**config.mk**
```make
export PLATFORM = sky130hd
export DESIGN_NAME = simplez_uart_tx_flat
export DESIGN_NICKNAME = d
export VERILOG_FILES = /design/src/rtl/simplez_uart_tx_if.sv /design/src/rtl/simplez_uart_tx.sv /design/src/flat_wrapper.sv
export SDC_FILE = /design/constraint.sdc
export NUM_CORES = 1
export LEC_CHECK = 0
export CORE_MARGIN = 4
export CORE_UTILIZATION = 50
export DETAILED_ROUTE_END_ITERATION = 10
export PLACE_DENSITY = 0.78
export SETUP_SLACK_MARGIN = 0.4
export SLEW_MARGIN = 20
export SYNTH_ARGS = -nofsm -noshare
export SYNTH_HDL_FRONTEND = slang
export SYNTH_SLANG_ARGS = --single-unit
```
**constraint.sdc**
```tcl
create_clock -name clk -period 2.6 [get_ports clk]
set_input_delay 0.52 -clock clk [delete_from_list [all_inputs] [get_ports clk]]
set_output_delay 0.52 -clock clk [all_outputs]
set_load 0.005 [all_outputs]
```
**src/rtl/simplez_uart_tx_if.sv**
```systemverilog
// Simplez CPU memory-bus bundle as seen by a memory-mapped responder.
// The CPU (master) drives address/strobes/write data; the responder returns registered read data and hit.
interface simplez_uart_tx_if;
  logic [8:0]  address;
  logic        rd;
  logic        wr;
  logic [11:0] data_in;
  logic [11:0] data_out;
  logic        hit;

  modport master (output address, rd, wr, data_in, input data_out, hit);
  modport slave  (input address, rd, wr, data_in, output data_out, hit);
endinterface

```
**src/rtl/simplez_uart_tx.sv**
```systemverilog
// Memory-mapped 8N1 serial transmitter on the Simplez bus, updated on the falling clock edge.
// A holding register feeds a shift register so characters can be sent back-to-back.
module simplez_uart_tx #(
  parameter int         CLK_DIV     = 104,
  parameter logic [8:0] STATUS_ADDR = 9'd508,
  parameter logic [8:0] DATA_ADDR   = 9'd509
) (
  input  logic              clk,
  input  logic              rstn,
  simplez_uart_tx_if.slave  bus,
  output logic              tx,
  output logic              busy
);

  localparam int DIV_W = $clog2(CLK_DIV);
  localparam logic [DIV_W-1:0] DIV_LAST = DIV_W'(CLK_DIV - 1);

  typedef enum logic [1:0] {IDLE, START, DATA, STOP} state_t;

  state_t           state, state_nx;
  logic [DIV_W-1:0] div, div_nx;
  logic [2:0]       bit_idx, bit_idx_nx;
  logic [7:0]       shift, shift_nx;
  logic             tx_nx;
  logic             hold_full, hold_full_nx;
  logic [7:0]       hold_reg, hold_reg_nx;
  logic [7:0]       last_byte, last_byte_nx;
  logic             overrun, overrun_nx;
  logic [11:0]      data_out_q, data_out_nx;
  logic             hit_q, hit_nx;

  logic wr_data, rd_status, rd_data, accept, drop, div_end, load;
  logic unused_bits;

  assign unused_bits = ^bus.data_in[11:8];

  assign wr_data   = bus.wr && (bus.address == DATA_ADDR);
  assign rd_status = bus.rd && (bus.address == STATUS_ADDR);
  assign rd_data   = bus.rd && (bus.address == DATA_ADDR);
  assign accept    = wr_data && !hold_full;
  assign drop      = wr_data && hold_full;
  assign div_end   = (div == DIV_LAST);

  always_ff @(negedge clk or negedge rstn) begin
    if (!rstn) begin
      state      <= IDLE;
      div        <= '0;
      bit_idx    <= '0;
      shift      <= '0;
      tx         <= 1'b1;
      hold_full  <= 1'b0;
      hold_reg   <= '0;
      last_byte  <= '0;
      overrun    <= 1'b0;
      data_out_q <= '0;
      hit_q      <= 1'b0;
    end else begin
      state      <= state_nx;
      div        <= div_nx;
      bit_idx    <= bit_idx_nx;
      shift      <= shift_nx;
      tx         <= tx_nx;
      hold_full  <= hold_full_nx;
      hold_reg   <= hold_reg_nx;
      last_byte  <= last_byte_nx;
      overrun    <= overrun_nx;
      data_out_q <= data_out_nx;
      hit_q      <= hit_nx;
    end
  end

  // Shifter sequencing; 'load' moves the holding register into the shifter and starts a frame.
  always_comb begin
    state_nx   = state;
    div_nx     = div;
    bit_idx_nx = bit_idx;
    shift_nx   = shift;
    tx_nx      = tx;
    load       = 1'b0;

    case (state)
      IDLE: begin
        tx_nx = 1'b1;
        if (hold_full) load = 1'b1;
      end
      START: begin
        if (div_end) begin
          state_nx   = DATA;
          div_nx     = '0;
          bit_idx_nx = '0;
          tx_nx      = shift[0];
        end else begin
          div_nx = div + 1'b1;
        end
      end
      DATA: begin
        if (div_end) begin
          div_nx = '0;
          if (bit_idx == 3'd7) begin
            state_nx = STOP;
            tx_nx    = 1'b1;
          end else begin
            bit_idx_nx = bit_idx + 1'b1;
            shift_nx   = {1'b0, shift[7:1]};
            tx_nx      = shift[1];
          end
        end else begin
          div_nx = div + 1'b1;
        end
      end
      STOP: begin
        if (div_end) begin
          div_nx = '0;
          if (hold_full) begin
            load = 1'b1;
          end else begin
            state_nx = IDLE;
            tx_nx    = 1'b1;
          end
        end else begin
          div_nx = div + 1'b1;
        end
      end
      default: begin
        state_nx = IDLE;
        tx_nx    = 1'b1;
      end
    endcase

    if (load) begin
      state_nx = START;
      shift_nx = hold_reg;
      div_nx   = '0;
      tx_nx    = 1'b0;
    end
  end

  // Bus side: a load only happens when full and a write is only accepted when empty, so they never collide.
  always_comb begin
    hold_full_nx = hold_full;
    hold_reg_nx  = hold_reg;
    last_byte_nx = last_byte;
    overrun_nx   = overrun;
    data_out_nx  = '0;
    hit_nx       = 1'b0;

    if (load) hold_full_nx = 1'b0;

    if (accept) begin
      hold_full_nx = 1'b1;
      hold_reg_nx  = bus.data_in[7:0];
      last_byte_nx = bus.data_in[7:0];
    end

    if (drop)
      overrun_nx = 1'b1;
    else if (rd_status)
      overrun_nx = 1'b0;

    if (rd_status) begin
      data_out_nx = {10'b0, overrun, !hold_full};
      hit_nx      = 1'b1;
    end else if (rd_data) begin
      data_out_nx = {4'b0, last_byte};
      hit_nx      = 1'b1;
    end
  end

  assign bus.data_out = data_out_q;
  assign bus.hit      = hit_q;
  assign busy         = (state != IDLE) || hold_full;

endmodule

```
**src/flat_wrapper.sv**
```systemverilog
// flat-port wrapper written by rule: the top's interface ports become plain ports
module simplez_uart_tx_flat 
#(
  parameter int         CLK_DIV     = 104,
  parameter logic [8:0] STATUS_ADDR = 9'd508,
  parameter logic [8:0] DATA_ADDR   = 9'd509
)
  (clk, rstn, tx, busy, bus_address, bus_rd, bus_wr, bus_data_in, bus_data_out, bus_hit);
  simplez_uart_tx_if bus_i ();
  input  logic clk;
  input  logic rstn;
  output logic tx;
  output logic busy;
  input wire logic [$bits(bus_i.address)-1:0] bus_address;
  input wire logic [$bits(bus_i.rd)-1:0] bus_rd;
  input wire logic [$bits(bus_i.wr)-1:0] bus_wr;
  input wire logic [$bits(bus_i.data_in)-1:0] bus_data_in;
  output wire logic [$bits(bus_i.data_out)-1:0] bus_data_out;
  output wire logic [$bits(bus_i.hit)-1:0] bus_hit;
  assign bus_i.address = bus_address;
  assign bus_i.rd = bus_rd;
  assign bus_i.wr = bus_wr;
  assign bus_i.data_in = bus_data_in;
  assign bus_data_out = bus_i.data_out;
  assign bus_hit = bus_i.hit;
  simplez_uart_tx #(.CLK_DIV(CLK_DIV), .STATUS_ADDR(STATUS_ADDR), .DATA_ADDR(DATA_ADDR)) u_core (.clk(clk), .rstn(rstn), .bus(bus_i), .tx(tx), .busy(busy));
endmodule
```
==> results of run 1 <==
==> synth_stat cells (4+ instances only) <==
master / number / area [um2]
a22o_1: 6 / 52.6
buf_4: 4 / 30.0
dfrtn_1: 39 / 976
a21o_1: 5 / 37.5
mux2i_1: 8 / 80.1
mux2_2: 10 / 113
nand3_1: 6 / 30.0
clkbuf_1: 5 / 18.8
o21ai_0: 16 / 80.1
ha_1: 10 / 125
and3_1: 9 / 56.3
nand2_1: 15 / 56.3
nor2_1: 7 / 26.3
inv_1: 6 / 22.5
==> metal layers <==
layer | share of wire | routed length [um] | track usage
met3 | 0.059 | 299 | 0.0603
met1 | 0.39 | 1980 | 0.247
met2 | 0.52 | 2640 | 0.378
met4 | 0.030 | 154 | 0.109
met5 | 0 | 0 | 0
==> kinds of logic after synthesis <==
group                    after synthesis
flip-flops                            40
adder cells (fa/ha/maj)               10
multiplexers                          18
buffers and inverters                 17
AO/OA/AOI/OAI                         42
AND/OR/NAND/NOR                       54
XOR/XNOR                               1
other                                  1
==> area by class of cell <==
class | instances | area share
flip-flops and latches | 40 | 0.368
multi-input cells | 129 | 0.383
clock inverters | 3 | 0.00505
repair buffers | 52 | 0.183
well taps | 48 | 0.0220
inverters | 5 | 0.00872
clock buffers | 6 | 0.0303
==> repair_timing <==
action	in CTS	in global routing
gates resized for setup	102	9
cloned	1	0
setup endpoints to repair	31	31
hold endpoints to repair	0	0
pin swaps	6	5
buffers inserted	5	1
==> worst min-delay path by stage <==
| stage | depth (start not counted) | slack, ns | end |
|---|---|---|---|
| floorplan | 2 | 0.43 | u_core.shift[2] |
| global placement | 2 | 0.46 | u_core.shift[2] |
| detailed placement | 1 | 0.47 | u_core.div[5] |
| CTS | 1 | 0.47 | u_core.div[5] |
| global route | 1 | 0.49 | u_core.div[5] |
| finish | 1 | 0.47 | u_core.div[5] |
==> power breakdown <==
part	leakage, nW	internal (mW)	switching [mW]
registers	0.537	0.706	0.0668
logic	0.764	0.387	0.343
clock network	0.0583	0.215	0.229
total	1.36	1.31	0.639
==> critical path: stages (launching register included) <==
cell and delay, ns:
dfrtn_1 0.44, inv_2 0.06, ha_4 0.17, nand2b_4 0.06, buf_6 0.09
==> metrics by stage <==
step / setup TNS (ns) / instances / power (mW) / setup slack [ns] / utilization
after floorplan: -2.83 / 186 / 1.24 / -0.350 / -
after global placement: -11.46 / 268 / 1.43 / -0.781 / 0.659
after detailed placement: -12.37 / 268 / 1.48 / -0.855 / 0.659
after CTS: -2.43 / 282 / 1.91 / -0.357 / 0.710
after global routing: -3.31 / 283 / 2.08 / -0.376 / 0.723
final: -2.50 / 283 / 1.95 / -0.333 / 0.723
==> out/results.tsv, run 1 <==
metric	value	unit
Clock Latency Late Sink	0.35	ns
Area Overhead vs Synth	36.4	%
Synth Area in Simple Gates	0.150	
Compound-Gate Fraction of Synth Area	0.140	
distinct cell type count after synthesis	43	
post-synthesis adder-cell area fraction	0.0626	
die width	71.2	um
maximum VDD drop	0.489	mV
launch point of the worst reg-to-reg path	u_core.state[0]	
Final Hold Vio Count	0	
Ys Warns	0	
Post-Synth XOR/XNOR Area	0.00438	
Area after DPL	0.00248	mm2
sequential share of the synthesized area	0.501	
area occupied by registers	0.00100	mm2
Die H	71.2	um
initial antenna violation count	0	
htree depth	2	
CORE AREA	0.00377	mm2
kind of critical path	flip-flop to primary output	
reg-to-reg critical path endpoint	u_core.state[0]	
IO Pins	40	
largest net degree at the start of global routing	19	
GRT Total Usage	0.218	
clock sink total	40	
CTS tree	done	
GPL Wtd Cong	0.738	
crit-path max FO	2	
area of the multi-input gates	0.00104	mm2
initial DRC count	123	
floorplan row count	22	
leakage power	1.36	nW
failing checks	negative setup slack	
residual DRC count	0	
post-synthesis mux area share	0.0964	
synthesized flop and latch total	40	
Worst Path Required	2.08	ns
CTS root buf	clkbuf_8	
# fillers	237	
most frequent cells in the layout	dfrtn_1, buf_6, o21ai_0	
Crit path arrival time	2.41	ns
Fin Hold WS	0.466	ns
clk_skew	0.0503	ns
CP startpoint	u_core.state[0]	
average wire per standard cell	17.9	um
Mapped Avg Cell Area	10.9	um2
Slew Limit Fails	0	
Post-synth EDFFs	0	
number of I/O port buffers	31	
clock slew at reported path FFs	0.05	ns
hold_sp	u_core.div[5]	
Hold WC Path Type	flip-flop to flip-flop	
Vias/cell	5.73	
GRT overflow	0	
Vias	1623	
Final ANT Viol Nets	0	
synthesized instance count	183	
vias in the first global route	1776	
reg2reg path depth	6	
design area	0.00273	mm2
clock buffer depth	2	
commonest non-fill, non-tap cell in the layout	dfrtn_1	
CTS Hold Bufs	0	
cts bufs inserted	5	
DR pass1 iterations	4	
Ant. Diodes	0	
RSZ-0062 raised after global routing	true	
DP HPWL	3.34	mm
Final WS setup	-0.333	ns
main flop type after synthesis	dfrtn_1	
Worst setup EP type	primary output	
Synth Cell Area	0.00200	mm2
max_cap viols	0	
layout cell share with drive strength beyond 1	0.345	
R2R Setup Slk	0.45	ns
Detailed Route WL	5.08	mm
PwrDens	714	mW/mm2
Rel. slew slack	0.555	
largest family of logic cells by synthesized area	simple AND/OR/NAND/NOR gates	
Nets	269	
crit path to	busy	
global-route wire length before repair	8.60	mm
Post-synth ARST share	1.00	
status	finished with violations	
CP Launch Type	flip-flop	
# setup viols final	22	
die area	0.00507	mm2
Starting Density	0.530	
worst slew pin tran	0.662	ns
No activity file was read; power rests on OpenSTA's default activity.
==> run 2, diff against run 1 <==
- SKIP_CTS_REPAIR_TIMING: not set -> 1
==> out/results.tsv, run 2 (synthesized netlist as in run 1, its figures left out) <==
metric	value	unit	change
worst slew pin tran	0.666	ns	+0.00405 ns
Final Hold Vio Count	0		unchanged
RSZ-0062 raised after global routing	true		
delay-heaviest family, CP	flip-flops		
CP Cell Sequence	inv_2 -> ha_4 -> nand2b_4 -> buf_6		
WP buf/inv	2		unchanged
Worst Path Required	2.08	ns	about the same
Vias	1579		-2.7%
clock sink total	40		unchanged
CP Launch Type	flip-flop		
CORE AREA	0.00377	mm2	unchanged
# setup viols final	20		-9.1%
initial DRC count	145		+18%
GPL Wtd Cong	0.738		unchanged
vias in the first global route	1709		-3.8%
Nets	265		-1.5%
clk_skew	0.0466	ns	-0.00376 ns
Area Overhead vs Synth	32.5	%	
die width	71.2	um	unchanged
status	finished with violations		
max_cap viols	0		unchanged
GRT overflow	0		unchanged
largest net degree at the start of global routing	19		unchanged
Rel. slew slack	0.552		-0.00273
GRT Total Usage	0.201		-0.0172
Final ANT Viol Nets	0		unchanged
Crit-path slowest cell	dfrtn_1		
DP HPWL	3.34	mm	unchanged
floorplan row count	22		unchanged
Die H	71.2	um	unchanged
CTS tree	done		
Hold WC Path Type	flip-flop to flip-flop		
number of I/O port buffers	31		unchanged
layout cell share with drive strength beyond 1	0.342		-0.00269
initial antenna violation count	0		unchanged
Fin Hold WS	0.466	ns	-0.000230 ns
Vias/cell	5.66		-1.3%
PwrDens	730	mW/mm2	+2.2%
clock slew at reported path FFs	0.05	ns	about the same
Tot Pwr	1.93	mW	-0.66%
DR pass1 iterations	4		unchanged
cts bufs inserted	5		unchanged
Crit path arrival time	2.42	ns	about the same
final setup TNS	-2.59	ns	-0.0978 ns
most frequent cells in the layout	dfrtn_1, o21ai_0, nand2_1		
average wire per standard cell	17.6	um	-2.2%
Slew Limit Fails	0		unchanged
leakage power	1.35	nW	-0.87%
Starting Density	0.530		unchanged
failing checks	negative setup slack		
CP peak stage delay	0.44	ns	about the same
clock buffer depth	2		unchanged
residual DRC count	0		unchanged
maximum VDD drop	0.496	mV	+1.4%
CTS root buf	clkbuf_8		
Util after Layout	0.702		-0.0206
die area	0.00507	mm2	unchanged
Clock Latency Late Sink	0.34	ns	about the same
crit-path max FO	2		unchanged
htree depth	2		unchanged
Worst setup EP type	primary output		
global-route wire length before repair	7.98	mm	-7.3%
kind of critical path	flip-flop to primary output		
Final WS setup	-0.335	ns	-0.00170 ns
commonest non-fill, non-tap cell in the layout	dfrtn_1		
IO Pins	40		unchanged
Detailed Route WL	4.90	mm	-3.5%
Ant. Diodes	0		unchanged
## run 2: cell count changes in the layout (fill, tap and decap cells not counted), moves of 2 or more
cell	change
buf_6	-9
dlymetal6s2s_1	+3
clkbuf_2	+9
clkdlybuf4s15_1	-2
buf_2	-4
## run 2: routing by layer
| metal | global-route usage | wire length, um | vias to the layer above |
|---|---|---|---|
| met5 | 0 | 0 | - |
| met4 | 0.0898 | 119 | 0 |
| met3 | 0.0505 | 302 | 15 |
| met2 | 0.360 | 2550 | 60 |
| met1 | 0.224 | 1920 | 763 |
| li1 | - | - | 741 |
## run 2: area by class of cell
class,instances,area [um2]
clock buffers,6,82.6
clock inverters,3,13.8
fillers,250,1120
inverters,5,21.3
multi-input cells,129,1040
flip-flops and latches,40,1000
well taps,48,60.1
repair buffers,48,430
## run 2: report_power, final
| group | switching (mW) | internal, mW | leakage, nW | total, mW |
|---|---|---|---|---|
| Sequential | 0.0645 | 0.706 | 0.537 | 0.770 |
| Combinational | 0.343 | 0.375 | 0.752 | 0.719 |
| Clock | 0.230 | 0.215 | 0.0583 | 0.445 |
| Total | 0.638 | 1.30 | 1.35 | 1.93 |
## run 2: worst paths after layout
kind / startpoint / end / slack (ns) / depth (start not counted)
worst max-delay path: u_core.state[0] / busy / -0.34 / 4
worst min-delay path: u_core.div[5] / u_core.div[5] / 0.47 / 1
worst max register to register: u_core.state[0] / u_core.state[0] / 0.45 / 6
worst min register to register: u_core.div[5] / u_core.div[5] / 0.47 / 1
max in group asynchronous: rstn / u_core.shift[2] / 0.86 / 2
min in group asynchronous: rstn / u_core.div[0] / 1.30 / 1
## run 2: worst register-to-register path: stages (launching register included)
cell and delay [ns]:
dfrtn_1 0.36, buf_4 0.16, ha_1 0.23, a21boi_0 0.14, o32a_1 0.33, or4_4 0.56
o22a_1 0.22
## run 2: metrics by stage
stage               cells  instance area [um2]  setup WS, ns
finish                279                 2650        -0.335
global route          279                 2650        -0.375
CTS                   276                 2580        -0.750
detailed placement    268                 2480        -0.855
global placement      268                 2480        -0.781
floorplan             186                 2080        -0.350
